==> src/rtl/rst_lane_sched_4bit.sv <==
// rst_lane_sched_4bit: staggered reset release and round-robin soft-reset arbiter for a 4-lane datapath
module rst_lane_sched_4bit #(
  parameter int unsigned STAGGER = 4,
  parameter int unsigned HOLD = 3
) (
  input  logic       clk,
  input  logic       rst,
  input  logic [3:0] soft_req,
  input  logic       a,
  input  logic [3:0] b,
  output logic [3:0] lane_rst,
  output logic [3:0] lane_en,
  output logic [3:0] soft_ack,
  output logic       busy,
  output logic       q,
  output logic [3:0] out
);
  localparam logic [2:0] S_RST  = 3'd0;
  localparam logic [2:0] S_SYNC = 3'd1;
  localparam logic [2:0] S_REL  = 3'd2;
  localparam logic [2:0] S_RUN  = 3'd3;
  localparam logic [2:0] S_SOFT = 3'd4;
  localparam logic [7:0] STG = 8'(STAGGER - 1);
  localparam logic [7:0] HLD = 8'(HOLD - 1);
  logic [2:0] state_q, state_d;
  logic [7:0] cnt_q, cnt_d;
  logic [1:0] li_q, li_d, g_q, g_d, rr_q, rr_d, sync_q, off, gnt;
  logic [3:0] lane_rst_d, lane_en_d, soft_ack_d, rot;
  logic       busy_d;
  // rotate requests so bit 0 is the lane at rr_q, then pick the lowest set bit
  assign rot = 4'({soft_req, soft_req} >> rr_q);
  assign off = rot[0] ? 2'd0 : rot[1] ? 2'd1 : rot[2] ? 2'd2 : 2'd3;
  assign gnt = rr_q + off;
  assign lane_en_d = ~lane_rst & ~lane_rst_d;
  assign out = b & lane_en;
  always_comb begin
    state_d = state_q;
    cnt_d = cnt_q;
    li_d = li_q;
    g_d = g_q;
    rr_d = rr_q;
    lane_rst_d = lane_rst;
    soft_ack_d = '0;
    busy_d = busy;
    case (state_q)
      S_RST: state_d = S_SYNC;
      S_SYNC: if (sync_q[1]) begin
        state_d = S_REL;
        lane_rst_d[0] = 1'b0;
        li_d = 2'd1;
        cnt_d = '0;
      end
      S_REL: if (cnt_q == STG) begin
        lane_rst_d[li_q] = 1'b0;
        li_d = li_q + 2'd1;
        cnt_d = '0;
        if (li_q == 2'd3) begin
          state_d = S_RUN;
          busy_d = 1'b0;
        end
      end else cnt_d = cnt_q + 8'd1;
      S_RUN: if (|soft_req) begin
        state_d = S_SOFT;
        lane_rst_d[gnt] = 1'b1;
        g_d = gnt;
        busy_d = 1'b1;
        cnt_d = '0;
      end
      S_SOFT: if (cnt_q == HLD) begin
        state_d = S_RUN;
        lane_rst_d[g_q] = 1'b0;
        soft_ack_d[g_q] = 1'b1;
        rr_d = g_q + 2'd1;
        busy_d = 1'b0;
        cnt_d = '0;
      end else cnt_d = cnt_q + 8'd1;
      default: state_d = S_RST;
    endcase
  end
  always_ff @(posedge clk or posedge rst) begin
    if (rst) begin
      state_q <= S_RST;
      sync_q <= '0;
      cnt_q <= '0;
      li_q <= '0;
      g_q <= '0;
      rr_q <= '0;
      lane_rst <= 4'b1111;
      lane_en <= '0;
      soft_ack <= '0;
      busy <= 1'b1;
    end else begin
      state_q <= state_d;
      sync_q <= {sync_q[0], 1'b1};
      cnt_q <= cnt_d;
      li_q <= li_d;
      g_q <= g_d;
      rr_q <= rr_d;
      lane_rst <= lane_rst_d;
      lane_en <= lane_en_d;
      soft_ack <= soft_ack_d;
      busy <= busy_d;
    end
  end
  always_ff @(posedge clk or posedge rst) begin
    if (rst) q <= 1'b0;
    else if (lane_rst[0]) q <= 1'b0;
    else if (lane_en[0]) q <= a;
  end
endmodule

==> config.mk <==
export PLATFORM = sky130hd
export DESIGN_NAME = rst_lane_sched_4bit
export DESIGN_NICKNAME = d
export VERILOG_FILES = /design/src/rtl/rst_lane_sched_4bit.sv
export SDC_FILE = /design/constraint.sdc
export NUM_CORES = 1
export LEC_CHECK = 0
export CORE_MARGIN = 8
export CORE_UTILIZATION = 56
export CTS_CLUSTER_DIAMETER = 150
export CTS_CLUSTER_SIZE = 16
export DETAILED_ROUTE_END_ITERATION = 8
export DONT_BUFFER_PORTS = 1
export GPL_ROUTABILITY_DRIVEN = 0
export PLACE_DENSITY = 0.85
export SETUP_SLACK_MARGIN = 0.05
export SLEW_MARGIN = 0
export SYNTH_ARGS = -nofsm -noshare
export SYNTH_HDL_FRONTEND = slang
export SYNTH_SLANG_ARGS = --single-unit
==> constraint.sdc <==
create_clock -name clk -period 2.5 [get_ports clk]
set_clock_uncertainty 0.15 [all_clocks]
set_input_delay 0.5 -clock clk [delete_from_list [all_inputs] [get_ports clk]]
set_output_delay 0.5 -clock clk [all_outputs]
set_load 0.05 [all_outputs]
==> results.yml, run 1 <==
status:
  status: "finished, final reports clean"
clocking:
  htree_levels: 2
  path_clk_slew_ns: 0.10
  numClockSinks: 33
  cts-root-buf: "clkbuf_4"
  numCtsBuffers: 5
  insertion_delay_ns: 0.34
  ctsLongestPathBuffers: 2
  cts_tree: "yes"
worst_hold_path:
  min_path_type: "primary input to flip-flop"
yosys:
  synth_seq_cells: 33
  synth_area_um2: 1894
  avgSynthCellArea_um2: 9.815
  postSynthNetCount: 216
  synth.distinct_cells: 47
  synth_edf_count: 0
  ys.flop_type: "dfrtp_1"
  synthArstFlopShare: 1.000
  ys_seq_area_frac: 0.4392
  yosysWarnings: 0
  syn_inst: 193
floorplanning:
  die-area_um2: 5500
  die_w_um: 74.16
  pin_count: 29
  num_rows: 21
  coreArea_um2: 3284
  die_h_um: 74.16
  start_util: 0.5768
sta:
  period_share: 0.9413
  finalHoldViolCount: 0
  fmax_mhz: 424.9
  rsz0062_at_grt: "no"
  finalSetupTns_ns: 0
  slew_violations: 0
  fin_crit_ns: 2.353
  finalSetupViolCount: 0
pwr:
  power_density_nw_per_um2: 1215
  ir_drop_mv: 0.6457
  power_mw: 2.552
  cellLeakagePower_nw: 0.9171
grt:
  grt_usage: 0.1545
  gr-total-overflow: 0
  antenna_found_initial: 0
  grt_pass1_wl_mm: 6.520
  grt_pass1_vias: 1491
  grt_max_degree: 34
setup_path:
  cp.arrival_ns: 2.49
  path_max_fanout: 6
  start_kind: "flip-flop"
  critPathRequiredTime_ns: 2.63
  end_kind: "flip-flop"
  crit_type: "flip-flop to flip-flop"
finish:
  nFillCells: 270
  fin_cells: 252
  final_cell_mix: "dfrtp_1 (27), inv_1 (16), a21oi_1 (13)"
  final_common_cell: "dfrtp_1"
  area_growth_pct: 10.90
  n_antenna_cell: 0
  nets: 228
  drive_above_1_share: 0.1699
job:
  drv_cap: 0
placement:
  dp.cells: 242
  portBuffers: 0
  dp_hpwl_mm: 2.772
detailed_routing:
  postRouteAntennaNets: 0
  vias_per_cell: 5.821
  wire_per_inst_um: 15.15
  drt_first_pass_iters: 4
  drt-initial-drc-count: 59
  vias: 1467
  totalWireLength_mm: 3.817
  drc: 0
## through the flow
stage | instance area [um^2] | worst slack (ns) | hold WS (ns) | utilization
2_1_floorplan | 1894 | 0.1997 | 0.1812 | -
3_3_place_gp | 1982 | 0.1280 | 0.1815 | 0.6034
3_5_place_dp | 1982 | 0.05894 | 0.1984 | 0.6034
4_1_cts | 2096 | 0.1068 | 0.1746 | 0.6381
5_1_grt | 2101 | 0.05663 | 0.1985 | 0.6396
6_report | 2101 | 0.1467 | 0.1856 | 0.6396
## cell families (layout without fill, tap and decap cells)
logic type	after synthesis	in the layout	share of synthesized area
and+or+nand+nor	67	67	0.2153
other	1	1	0.001980
AOI/OAI and AO/OA	54	54	0.1889
muxes	5	5	0.02774
DFF	33	33	0.4392
adders and majority gates	12	12	0.07926
buffers and inverters	21	34	0.04755
## worst max-delay path, stage by stage, from the launching register on
cell,delay [ns]
dfrtp_2,0.45
clkbuf_2,0.16
o21ai_0,0.18
o211ai_1,0.14
ha_1,0.25
nand2b_1,0.09
a21oi_1,0.06
or4_4,0.59
a22o_1,0.23
## what timing repair did
action,CTS,global route
endpoints found under the setup margin,2,3
buffers inserted,0,1
hold buffers,1,0
hold endpoints to repair,28,0
resized for setup,1,0
## cell type report
type | count | area, um^2 | area share
Multi-Input combinational cell | 139 | 972.2 | 0.4628
Inverter | 16 | 60.06 | 0.02859
Timing Repair Buffer | 10 | 75.07 | 0.03574
Clock buffer | 5 | 37.54 | 0.01787
Sequential cell | 33 | 833.3 | 0.3967
Tap cell | 46 | 57.56 | 0.02740
Clock inverter | 3 | 65.06 | 0.03097
## final timing paths
path | from | endpoint | slack [ns] | cells after the start
setup / recovery | rr_q[0] | lane_rst[3] | 0.15 | 8
hold / removal | a | q | 0.19 | 2
setup reg to reg | rr_q[0] | lane_rst[3] | 0.15 | 8
hold reg to reg | sync_q[0] | sync_q[1] | 0.22 | 0
max in group asynchronous | rst | lane_rst[1] | 1.35 | 3
min in group asynchronous | rst | q | 0.53 | 3
## cell usage after synthesis (3+ instances only)
cell type,number,area share
a21oi_1,13,0.034
a22o_1,4,0.018
and2_1,8,0.026
and3_1,3,0.0099
buf_2,3,0.0079
dfrtp_1,28,0.37
dfstp_2,5,0.069
ha_1,12,0.079
inv_1,16,0.032
mux2i_1,3,0.016
nand2_1,11,0.022
nand2b_1,6,0.020
nand3_1,3,0.0079
nor2_1,12,0.024
nor3_1,5,0.013
nor3b_1,3,0.012
o21ai_0,11,0.029
o21ai_1,4,0.011
o221ai_1,4,0.018
o22ai_1,5,0.017
## flip-flops by register name, summed over array words and instances, names as in the netlist
| register | count |
|---|---|
| sync_q | 2 |
| lane_en | 4 |
| lane_rst | 4 |
| soft_ack | 4 |
| state_q | 3 |
| g_q | 2 |
| q | 1 |
| cnt_q | 8 |
| li_q | 2 |
| rr_q | 2 |
| busy | 1 |
## layer usage
layer	routed length [um]	track usage	share of wire
met5	0	0	0
met4	74	0.06652	0.019
met3	180	0.05121	0.047
met2	1955	0.2715	0.51
met1	1607	0.1642	0.42
## power breakdown
part           internal, mW  leakage [nW]  switching (mW)
Combinational         0.401         0.455           0.613
Clock                 0.310        0.0552           0.183
Sequential            0.714         0.407           0.332
Note: power is estimated with default switching activity, not from simulation.
==> run 2: changes to the inputs <==
Settings changed: CORE_MARGIN 8 to 2.
==> run 2 against run 1 <==
  * Global-route usage is 5.5 points higher
  * Critical path depth increased by 1
  * Hold slack worse by 0.015 ns
  * Worst setup slack got worse by 0.044 ns
  * Largest cell class unchanged
  * Count of clock-buffer cells in the layout up 2
  * Sequential share of layout area is essentially flat
==> results.yml, run 2 (same netlist as run 1, synthesis figures left out) <==
finish:
  n_antenna_cell: 0
  area_growth_pct: 11.03
  final_cell_mix: "dfrtp_1 (27), inv_1 (16), a21oi_1 (12)"
  final_common_cell: "dfrtp_1"
  largest_reg_flops: 8
  nets: 228
  regMostFlops: "cnt_q"
  drive_above_1_share: 0.1796
detailed_routing:
  vias_per_cell: 5.937
  drt-initial-drc-count: 262
  wire_per_inst_um: 15.41
  vias: 1496
  drt_first_pass_iters: 6
  totalWireLength_mm: 3.884
  postRouteAntennaNets: 0
  drc: 0
setup_path:
  end_kind: "flip-flop"
  r2r_cells: 9
  crit_path_max_incr_delay_ns: 0.57
  path_cells: "nand2_1 > nor2_1 > a21oi_1 > o211ai_1 > ha_2 > nor2_1 > and3_4 > or4_4 > a22o_1"
  worstReg2RegStart: "rr_q[0]"
  slowest_stage: "or4_4"
  reg2reg_slack_ns: 0.10
  crit_type: "flip-flop to flip-flop"
  crit_top_cell: "nor2_1"
  crit_family: "simple AND/OR/NAND/NOR gates"
  timing.rr.end: "lane_rst[3]"
  crit_buf_inv: 0
  start_kind: "flip-flop"
  cp.arrival_ns: 2.52
  path_max_fanout: 8
  critPathRequiredTime_ns: 2.63
worst_hold_path:
  min_path_type: "primary input to flip-flop"
  min_to: "q"
  min-delay-start: "a"
  hold_path_depth: 2
clocking:
  cts_tree: "yes"
  ctsLongestPathBuffers: 2
  numCtsBuffers: 5
  htree_levels: 2
  insertion_delay_ns: 0.34
  numClockSinks: 33
  path_clk_slew_ns: 0.10
  cts-root-buf: "clkbuf_4"
floorplanning:
  die_h_um: 62.16
  pin_count: 29
  start_util: 0.5768
  coreArea_um2: 3284
  die_w_um: 62.16
  die-area_um2: 3864
  num_rows: 21
pwr:
  ir_drop_mv: 0.6579
  power_density_nw_per_um2: 1195
  cellLeakagePower_nw: 0.9100
  power_mw: 2.514
placement:
  dp_hpwl_mm: 2.692
  portBuffers: 0
status:
  status: "finished, final reports clean"
sta:
  slew_violations: 0
  fmax_mhz: 417.1
  finalSetupTns_ns: 0
  period_share: 0.9590
  rsz0062_at_grt: "no"
  finalHoldViolCount: 0
  fin_crit_ns: 2.398
  finalSetupViolCount: 0
grt:
  grt_pass1_wl_mm: 6.417
  grt_max_degree: 34
  grt_usage: 0.2096
  gr-total-overflow: 0
  grt_pass1_vias: 1422
  antenna_found_initial: 0
job:
  drv_cap: 0
==> run 2: stage by stage <==
stage	std cells	hold slack (ns)	utilization	cell area (um^2)	worst slack [ns]
after detailed placement	241	0.1847	0.6011	1974	0.03090
final	252	0.1709	0.6404	2103	0.1025
after CTS	250	0.1665	0.6301	2069	0.09484
after floorplan	193	0.1812	-	1894	0.1997
after global routing	252	0.1595	0.6404	2103	0.008719
after global placement	241	0.1825	0.6011	1974	0.1278
==> run 2: what timing repair did <==
| item | CTS | global route |
|---|---|---|
| setup endpoints to repair | 0 | 9 |
| buffers inserted | 0 | 2 |
| resized for setup | 0 | 5 |
| endpoints found under the hold margin | 28 | 0 |
| hold buffers | 1 | 0 |
==> run 2: cell type report <==
| type | instances | area (um^2) |
|---|---|---|
| fill | 284 | 1181 |
| multi-input combinational | 139 | 989.7 |
| sequential | 33 | 833.3 |
| timing repair buffer | 10 | 77.57 |
| inverter | 16 | 60.06 |
| tap | 46 | 57.56 |
| clock buffer | 7 | 55.05 |
| clock inverter | 1 | 30.03 |
==> run 2: power breakdown <==
group	switching, mW	internal (mW)
sequential	0.340	0.714
combinational	0.625	0.417
clock	0.179	0.239
total	1.14	1.37
==> run 2: worst max-delay path by stage <==
| stage | startpoint | endpoint | cells after the start |
|---|---|---|---|
| 4_1_cts | rr_q[0] | lane_rst[3] | 8 |
| 5_1_grt | rr_q[0] | lane_rst[3] | 9 |
| 3_5_place_dp | soft_req[3] | lane_rst[2] | 9 |
| 2_1_floorplan | soft_req[3] | lane_rst[2] | 9 |
| 3_3_place_gp | soft_req[3] | lane_rst[3] | 9 |
| 6_report | rr_q[0] | lane_rst[3] | 9 |
==> run 2: routing by layer <==
layer	vias up	routed length (um)	GRT usage
met1	721	1672	0.2601
met3	10	209	0.04529
met4	0	88	0.08889
li1	717	-	-
met5	-	0	0
met2	48	1913	0.3546
